--- src/rtl/sad_best_match.sv ---
// ---------------------------------------------------------------------------
// sad_best_match
//
// Sequences a motion-search run over N_CAND candidate block positions.
// For each candidate it pulses the sad datapath enable, waits for the
// datapath busy flag to rise and then fall, and samples the SAD result.
// It keeps the lowest SAD seen and the index of the candidate that
// produced it. If the datapath never acknowledges an enable, the run
// is aborted with a sticky error.
//
// Ports
//   clk_i       : clock, all logic on the rising edge
//   rst_i       : synchronous active-high reset
//   start_i     : start a run (sampled only while idle)
//   sad_i       : SAD result from the datapath
//   busy_i      : datapath busy flag
//   sad_enb_o   : one-cycle enable pulse to the datapath
//   cand_idx_o  : candidate currently being computed (0 when idle)
//   best_sad_o  : minimum SAD of the last run
//   best_idx_o  : candidate index that achieved best_sad_o
//   done_o      : one-cycle pulse when a run ends
//   err_o       : sticky, last run aborted by an enable timeout
//   busy_o      : high from accepted start through the done_o cycle
// ---------------------------------------------------------------------------
module sad_best_match #(
    parameter int N_CAND      = 16,
    parameter int IDX_W       = (N_CAND > 1) ? $clog2(N_CAND) : 1,
    parameter int ACK_TIMEOUT = 8
) (
    input  logic             clk_i,
    input  logic             rst_i,
    input  logic             start_i,
    input  logic [31:0]      sad_i,
    input  logic             busy_i,
    output logic             sad_enb_o,
    output logic [IDX_W-1:0] cand_idx_o,
    output logic [31:0]      best_sad_o,
    output logic [IDX_W-1:0] best_idx_o,
    output logic             done_o,
    output logic             err_o,
    output logic             busy_o
);

    typedef enum logic [2:0] {
        S_IDLE,
        S_LAUNCH,
        S_WAIT_HI,
        S_WAIT_LO,
        S_CAPTURE,
        S_FINISH
    } state_t;

    localparam int               TO_W     = $clog2(ACK_TIMEOUT + 1);
    localparam logic [IDX_W-1:0] LAST_IDX = IDX_W'(N_CAND - 1);
    localparam logic [TO_W-1:0]  TO_MAX   = TO_W'(ACK_TIMEOUT);

    state_t            state_q,    state_d;
    logic [IDX_W-1:0]  cand_idx_q, cand_idx_d;
    logic [31:0]       best_sad_q, best_sad_d;
    logic [IDX_W-1:0]  best_idx_q, best_idx_d;
    logic              err_q,      err_d;
    logic [TO_W-1:0]   to_cnt_q,   to_cnt_d;

    // State register.
    // NOTE: sequential state uses non-blocking assignments so every register
    // samples the values from before this edge, independent of block order.
    always_ff @(posedge clk_i) begin
        if (rst_i) begin
            state_q    <= S_IDLE;
            cand_idx_q <= '0;
            best_sad_q <= '1;
            best_idx_q <= '0;
            err_q      <= 1'b0;
            to_cnt_q   <= '0;
        end else begin
            state_q    <= state_d;
            cand_idx_q <= cand_idx_d;
            best_sad_q <= best_sad_d;
            best_idx_q <= best_idx_d;
            err_q      <= err_d;
            to_cnt_q   <= to_cnt_d;
        end
    end

    // Next-state and datapath update.
    always_comb begin
        // NOTE: every signal gets a hold value first, so no path through the
        // case statement can leave one unassigned and infer a latch.
        state_d    = state_q;
        cand_idx_d = cand_idx_q;
        best_sad_d = best_sad_q;
        best_idx_d = best_idx_q;
        err_d      = err_q;
        to_cnt_d   = to_cnt_q;

        unique case (state_q)
            S_IDLE: begin
                if (start_i) begin
                    state_d    = S_LAUNCH;
                    cand_idx_d = '0;
                    best_sad_d = '1;
                    best_idx_d = '0;
                    err_d      = 1'b0;
                end
            end
            S_LAUNCH: begin
                to_cnt_d = '0;
                state_d  = S_WAIT_HI;
            end
            S_WAIT_HI: begin
                // The counter is checked before incrementing, so WAIT_HI lasts
                // ACK_TIMEOUT+1 cycles when busy_i never rises.
                if (busy_i) begin
                    state_d = S_WAIT_LO;
                end else if (to_cnt_q == TO_MAX) begin
                    err_d   = 1'b1;
                    state_d = S_FINISH;
                end else begin
                    to_cnt_d = to_cnt_q + TO_W'(1);
                end
            end
            S_WAIT_LO: begin
                if (!busy_i) begin
                    state_d = S_CAPTURE;
                end
            end
            S_CAPTURE: begin
                // Strict compare: a tie keeps the earlier candidate.
                if (sad_i < best_sad_q) begin
                    best_sad_d = sad_i;
                    best_idx_d = cand_idx_q;
                end
                if (cand_idx_q == LAST_IDX) begin
                    state_d = S_FINISH;
                end else begin
                    cand_idx_d = cand_idx_q + IDX_W'(1);
                    state_d    = S_LAUNCH;
                end
            end
            S_FINISH: begin
                state_d = S_IDLE;
            end
            default: begin
                state_d = S_IDLE;
            end
        endcase
    end

    // Outputs are decoded from the registered state only.
    always_comb begin
        sad_enb_o  = (state_q == S_LAUNCH);
        done_o     = (state_q == S_FINISH);
        busy_o     = (state_q != S_IDLE);
        cand_idx_o = (state_q == S_IDLE) ? '0 : cand_idx_q;
        best_sad_o = best_sad_q;
        best_idx_o = best_idx_q;
        err_o      = err_q;
    end

endmodule

--- config.mk ---
export PLATFORM = sky130hd
export DESIGN_NAME = sad_best_match
export DESIGN_NICKNAME = d
export VERILOG_FILES = /design/src/rtl/sad_best_match.sv
export SDC_FILE = /design/constraint.sdc
export NUM_CORES = 1
export LEC_CHECK = 0
export ABC_AREA = 0
export CORE_UTILIZATION = 49
export CTS_CLUSTER_SIZE = 28
export DETAILED_ROUTE_END_ITERATION = 12
export GPL_TIMING_DRIVEN = 0
export PLACE_DENSITY = 0.81
export SLEW_MARGIN = 20
export SYNTH_ARGS = -nofsm -noshare
export SYNTH_HDL_FRONTEND = slang
export SYNTH_SLANG_ARGS = --single-unit
--- constraint.sdc ---
create_clock -name clk_i -period 2.5 [get_ports clk_i]
set_input_delay 0.375 -clock clk_i [delete_from_list [all_inputs] [get_ports clk_i]]
set_output_delay 0.375 -clock clk_i [all_outputs]
set_load 0.1 [all_outputs]
After elaboration in Yosys (flattened, before gate mapping)

Cells that the tools add are included.

Flip-flop bits (word level): 48
Output and inout bits: 44
Word-level logic and storage cells: 56
Input port bits: 36

Order comparisons: 1
Mux-type cells: 22
Reduce and logical (&&, ||, !) cells: 10
Add/sub/neg operators: 2
Equality and inequality tests: 15

Operators with widths:

| cell                                                             | number |
|---|---|
| 32-bit two-way mux                                               | 2 |
| 32-bit case mux with 2 select lines                              | 1 |
| 32-bit < comparator                                              | 1 |
| 4-bit two-way mux                                                | 6 |
| 4-bit case mux with 2 select lines                               | 3 |
| 3-bit two-way mux                                                | 5 |
| 3-bit case mux with 5 select lines                               | 1 |
| 2-bit != test (second input constant)                            | 7 |
| 3-bit AND reduction                                              | 4 |
| 4-bit by 1-bit adder with 4-bit output (second input constant)   | 2 |
| 4-bit == test (second input constant)                            | 2 |
| 3-bit by 2-bit == test with 1-bit output (second input constant) | 2 |
| 3-bit == test (second input constant)                            | 2 |
| 2-bit nonzero test                                               | 3 |
| 4-bit AND reduction                                              | 1 |
| 3-bit by 1-bit == test with 1-bit output (second input constant) | 1 |
| 3-bit logical NOT                                                | 1 |
| 1-bit two-way mux                                                | 3 |
| 3-bit != test (second input constant)                            | 1 |
| 3-bit nonzero test                                               | 1 |
| 1-bit case mux with 2 select lines                               | 1 |

Longest topological paths before layout

Gate-level depths: netlist of run 1.

Word-level depth: 4
Depth in mapped cells: 10
Gate-level depth less buffers: 8

Least setup slack after synthesis of run 1

No wires, ideal clock.

Path type: flip-flop to flip-flop
Start: register best_sad_q[23] (netlist: best_sad_o[23])
End: register best_sad_q[0] (netlist: best_sad_o[0])
Setup time: 72 ps
Setup slack: -305 ps
Arrival time: 2733 ps
Stages on the path, launching flop included: 11
Clock period less this slack: 2805 ps
Path buffers: 2
Cells stage by stage: dfxtp_1 > inv_1 > ha_1 > a21oi_1 > a311oi_1 > a2111oi_2 > a21oi_2 > a31oi_1 > buf_6 > buf_12 > mux2i_1

Cells in the longest elaborated chain, start to end: 3

Ends and longest elaborated chain:

| what                                 | RTL line | source |
|---|---|---|
| start: declaration                   | 59       | `logic [31:0] best_sad_q, best_sad_d;` |
| start signal: assignment             | 78       | `best_sad_q <= best_sad_d;` |
| 32-bit < comparator                  | 129      | `if (sad_i < best_sad_q) begin` |
| 2-bit != test (no source line)       | -        |  |
| 3-bit AND reduction (no source line) | -        |  |

No other way between the ends.
A chain may end at the register's enable or synchronous reset.

Worst setup path after layout of run 1

Start: input port sad_i[2]
End: register best_sad_q[3] (netlist: best_sad_o[3])

Cells in the longest elaborated chain, start to end: 3

Ends and longest elaborated chain:

| what                                 | RTL line | source |
|---|---|---|
| start: declaration                   | 33       | `input logic [31:0] sad_i,` |
| 32-bit < comparator                  | 129      |  |
| 2-bit != test (no source line)       | -        |  |
| 3-bit AND reduction (no source line) | -        |  |

No other way between the ends.

==> metrics.md, run 1 <==
| Metric | Value |
|---|---|
| Tmin final | `between 2000 and 2500 ps` |
| Drt first pass iters | `4` |
| Vias | `2633` |
| Post-Syn Area | `3020 um2` |
| Die X | `between 80 and 90 um` |
| Post-synth ARST share | `0%` |
| H-tree levels | `2` |
| WL/cell | `between 10 and 15 um` |
| Worst Setup End Kind | `flip-flop` |
| CP Class | `primary input to flip-flop` |
| RePlAce Congestion | `0.789` |
| Register area share after synthesis | `roughly a third` |
| Longest Clk Path Bufs | `2` |
| CTS root buffer | `clkbuf_8` |
| Internal power | `1.33 mW` |
| Critical Path Start Type | `primary input` |
| Die Y | `between 80 and 90 um` |
| Seq pwr share | `39.2%` |
| CTS Sinks | `48` |
| Number of flops mapped to enable cells by yosys | `0` |
| Sw Ratio | `between 30% and 40%` |
| Clk_lat worst skew | `approximately 300 ps` |
| Overflow after GRT | `0` |
| Slew Limit Fails | `0` |
| Mapped Cells | `around 350` |
| Commonest cells after routing, fill and taps aside | `nor2_1, clkdlybuf4s50_1, mux2i_1` |
| CTS tree | `built` |
| Leak | `between 2 and 2.5 nW` |
| PortBufs | `79` |
| Hold_buf cts | `0` |
| Diodes inserted | `0` |
| Final hold violation count | `0` |
| Dpl cells | `approximately 510` |
| Syn-to-layout area delta | `34.1%` |
| Via density | `5.10` |
| Area of the core | `slightly below 6000 um2` |
| Yosys warning count | `0` |
| FP Rows | `28` |
| Yosys reg bits | `48` |
| Clock power frac | `around a quarter` |
| First-pass GRT wire length | `~11000 um` |
| Worst EP required | `approximately 2700 ps` |
| HPWL after DPL | `4990 um` |
| Reg area | `993 um2` |
| Initial DRC Count | `60` |
| DRC viols | `0` |
| DIE AREA | `about 6500 um2` |
| Crit path DAT | `2640 ps` |
| Largest net degree at the start of global routing | `16` |
| Fin Clk Skew | `approximately 9 ps` |
| Leading cell type in the layout, fill and taps excluded | `nor2_1` |
| Tot GR Track Use | `a little over a fifth` |
| Final ANT Viol Nets | `0` |
| Setup slack at placement | `-281 ps` |
| Synth cell types | `just over 50` |
| Maximum vdd drop | `roughly 0.00053 V` |
| Placed cell areas | `3950 um2` |
| Number of global-route vias before repair | `around 2500` |
| IO Pins | `80` |
| Register-to-register setup slack | `roughly 260 ps` |
| Highest Clock Rate | `415 MHz` |
| Comb pwr share | `a little over a third` |
| Fin worst setup slack | `between 90 and 100 ps` |
| Final setup fails | `0` |
| Net Sw Power | `~0.72 mW` |
| PD cells | `around 510 nW/um2` |
| Multi-input gate area in the final layout | `1750 um2` |
| Status | `complete, no violations` |
| Clock edge transition at the registers on the reported setup and hold paths | `~100 ps` |
| CTS buffer count | `5` |
| Period utilization | `96.3%` |
| Initial Util | `around 51%` |
| Antenna violations before repair | `0` |
| RSZ-0062 raised after global routing | `yes` |
| Pwr Total | `around 2 mW` |
| CP Max Fanout | `10` |
| Cell area after layout | `roughly 4100 um2` |
| Synthesized netlist net count | `421` |
| Actual slew at the worst max-slew pin | `1000 ps` |
| Layout cell share with drive strength beyond 1 | `between 10% and 20%` |
| Final instance count without filler cells | `slightly above 500` |
| Rel. slew slack | `between 30% and 40%` |
| Max cap viols | `0` |
| Top_reg_cell synth | `dfxtp_1` |
| Nets | `between 500 and 600` |
| Fill count | `around 510` |
| Type of the most critical hold path | `flip-flop to flip-flop` |
| Average cell area after synthesis | `about 8.6 um2` |
| Routed wire length | `6670 um` |
## cell families after synthesis
group / after synthesis / share of synthesized area, %
AND/OR/NAND/NOR: 135 / 21.3
XOR/XNOR: 4 / 1.16
adder cells (fa/ha/maj): 34 / 14.1
flip-flops: 48 / 31.8
AO/OA/AOI/OAI: 38 / 8.49
buffers and inverters: 54 / 10.6
multiplexers: 38 / 12.6
## worst paths after layout
path,from,to,depth (start not counted)
worst max-delay path,sad_i[2],best_sad_o[3],10
worst max register to register,best_sad_o[2],best_sad_o[3],10
worst min register to register,cand_idx_q[3],best_idx_o[3],2
worst min-delay path,cand_idx_q[3],best_idx_o[3],2
## layout make-up
| type | instances | area share, % |
|---|---|---|
| Buffer | 17 | 4.48 |
| Clock buffer | 6 | 2.04 |
| Clock inverter | 2 | 0.370 |
| Inverter | 37 | 3.43 |
| Multi-Input combinational cell | 249 | 43.1 |
| Sequential cell | 48 | 24.5 |
| Tap cell | 75 | 2.31 |
| Timing Repair Buffer | 82 | 19.8 |
## worst max-delay path, cell delays in order
cell	delay (ps)
clkdlybuf4s50_1	450
ha_1	330
a211o_1	290
a31oi_1	160
o311a_1	200
o41ai_2	90
a31oi_1	210
buf_6	180
buf_12	150
mux2i_1	200
## power groups by stage
stage / logic, mW / clock network, mW / registers, mW
after detailed placement: 0.734 / 0 / 0.823
after global placement: 0.726 / 0 / 0.822
after CTS: 0.728 / 0.525 / 0.806
after global routing: 0.792 / 0.554 / 0.809
final: 0.745 / 0.504 / 0.806
after floorplan: 0.510 / 0 / 0.871
## registers in the layout (all words and copies together), names as in the netlist
signal      count
best_sad_o     32
best_idx_o      4
cand_idx_q      4
to_cnt_q        4
state_q         3
err_o           1
## synthesized netlist by cell type, types with 2 or more instances
cell type       n  area share [%]
o21ai_0         4            0.66
nor3_2          2            0.66
nand4_1        10             2.1
nor3_1          8             1.3
dfxtp_1        48              32
nor2b_1         2            0.41
buf_6           2            0.74
clkbuf_8        3             1.4
and3b_1         2            0.58
xor2_1          2            0.58
nand2b_1        3            0.62
nand2_1        13             1.6
a21oi_1        18             3.0
nor2_1         77             9.6
or2b_2          4             1.2
inv_1          37             4.6
xnor2_1         2            0.58
nand3_1         3            0.50
mux2i_1        38              13
dlygate4sd1_1   2            0.58
ha_1           34              14
buf_12          3             2.0
and2_1          2            0.41
a31oi_1         2            0.41
clkbuf_1        2            0.25
buf_2           3            0.50
## stage by stage
| step | TNS, ps | util (%) | hold slack, ps |
|---|---|---|---|
| 2_1_floorplan | 0 | - | 464 |
| 3_3_place_gp | -5660 | 66.7 | 486 |
| 3_5_place_dp | -7950 | 66.7 | 494 |
| 4_1_cts | 0 | 68.2 | 505 |
| 5_1_grt | -6.06 | 68.5 | 542 |
| 6_report | 0 | 68.5 | 498 |
## timing repair
item | CTS | global route
pin swaps | 0 | 1
setup buffers | 0 | 3
setup endpoints to repair | 7 | 28
resized for setup | 7 | 2
endpoints found under the hold margin | 0 | 0
## per-layer routing
metal	vias to the layer above	GRT usage (%)	share of wire, %
met5	-	0	0
met4	0	5.89	0.72
met3	5	3.86	3.6
met2	49	36.5	48
met1	1218	27.8	48
li1	1361	-	-
(Power assumes the default switching activity.)
==> run 2: changes to the inputs <==
--- a/config.mk
+++ b/config.mk
@@ -6,6 +6,7 @@
 export NUM_CORES = 1
 export LEC_CHECK = 0
 export ABC_AREA = 0
+export CAP_MARGIN = 20
 export CORE_UTILIZATION = 49
 export CTS_CLUSTER_SIZE = 28
 export DETAILED_ROUTE_END_ITERATION = 12
==> results of run 2 <==
Final layout, timing and power as in run 1 (identical DEF).
==> run 3: changes to the inputs <==
--- a/config.mk
+++ b/config.mk
@@ -12,7 +12,7 @@
 export DETAILED_ROUTE_END_ITERATION = 12
 export GPL_TIMING_DRIVEN = 0
 export PLACE_DENSITY = 0.81
-export SLEW_MARGIN = 20
+export SLEW_MARGIN = 30
 export SYNTH_ARGS = -nofsm -noshare
 export SYNTH_HDL_FRONTEND = slang
 export SYNTH_SLANG_ARGS = --single-unit
==> results of run 3 <==
Final layout, timing and power as in run 1 (identical DEF).
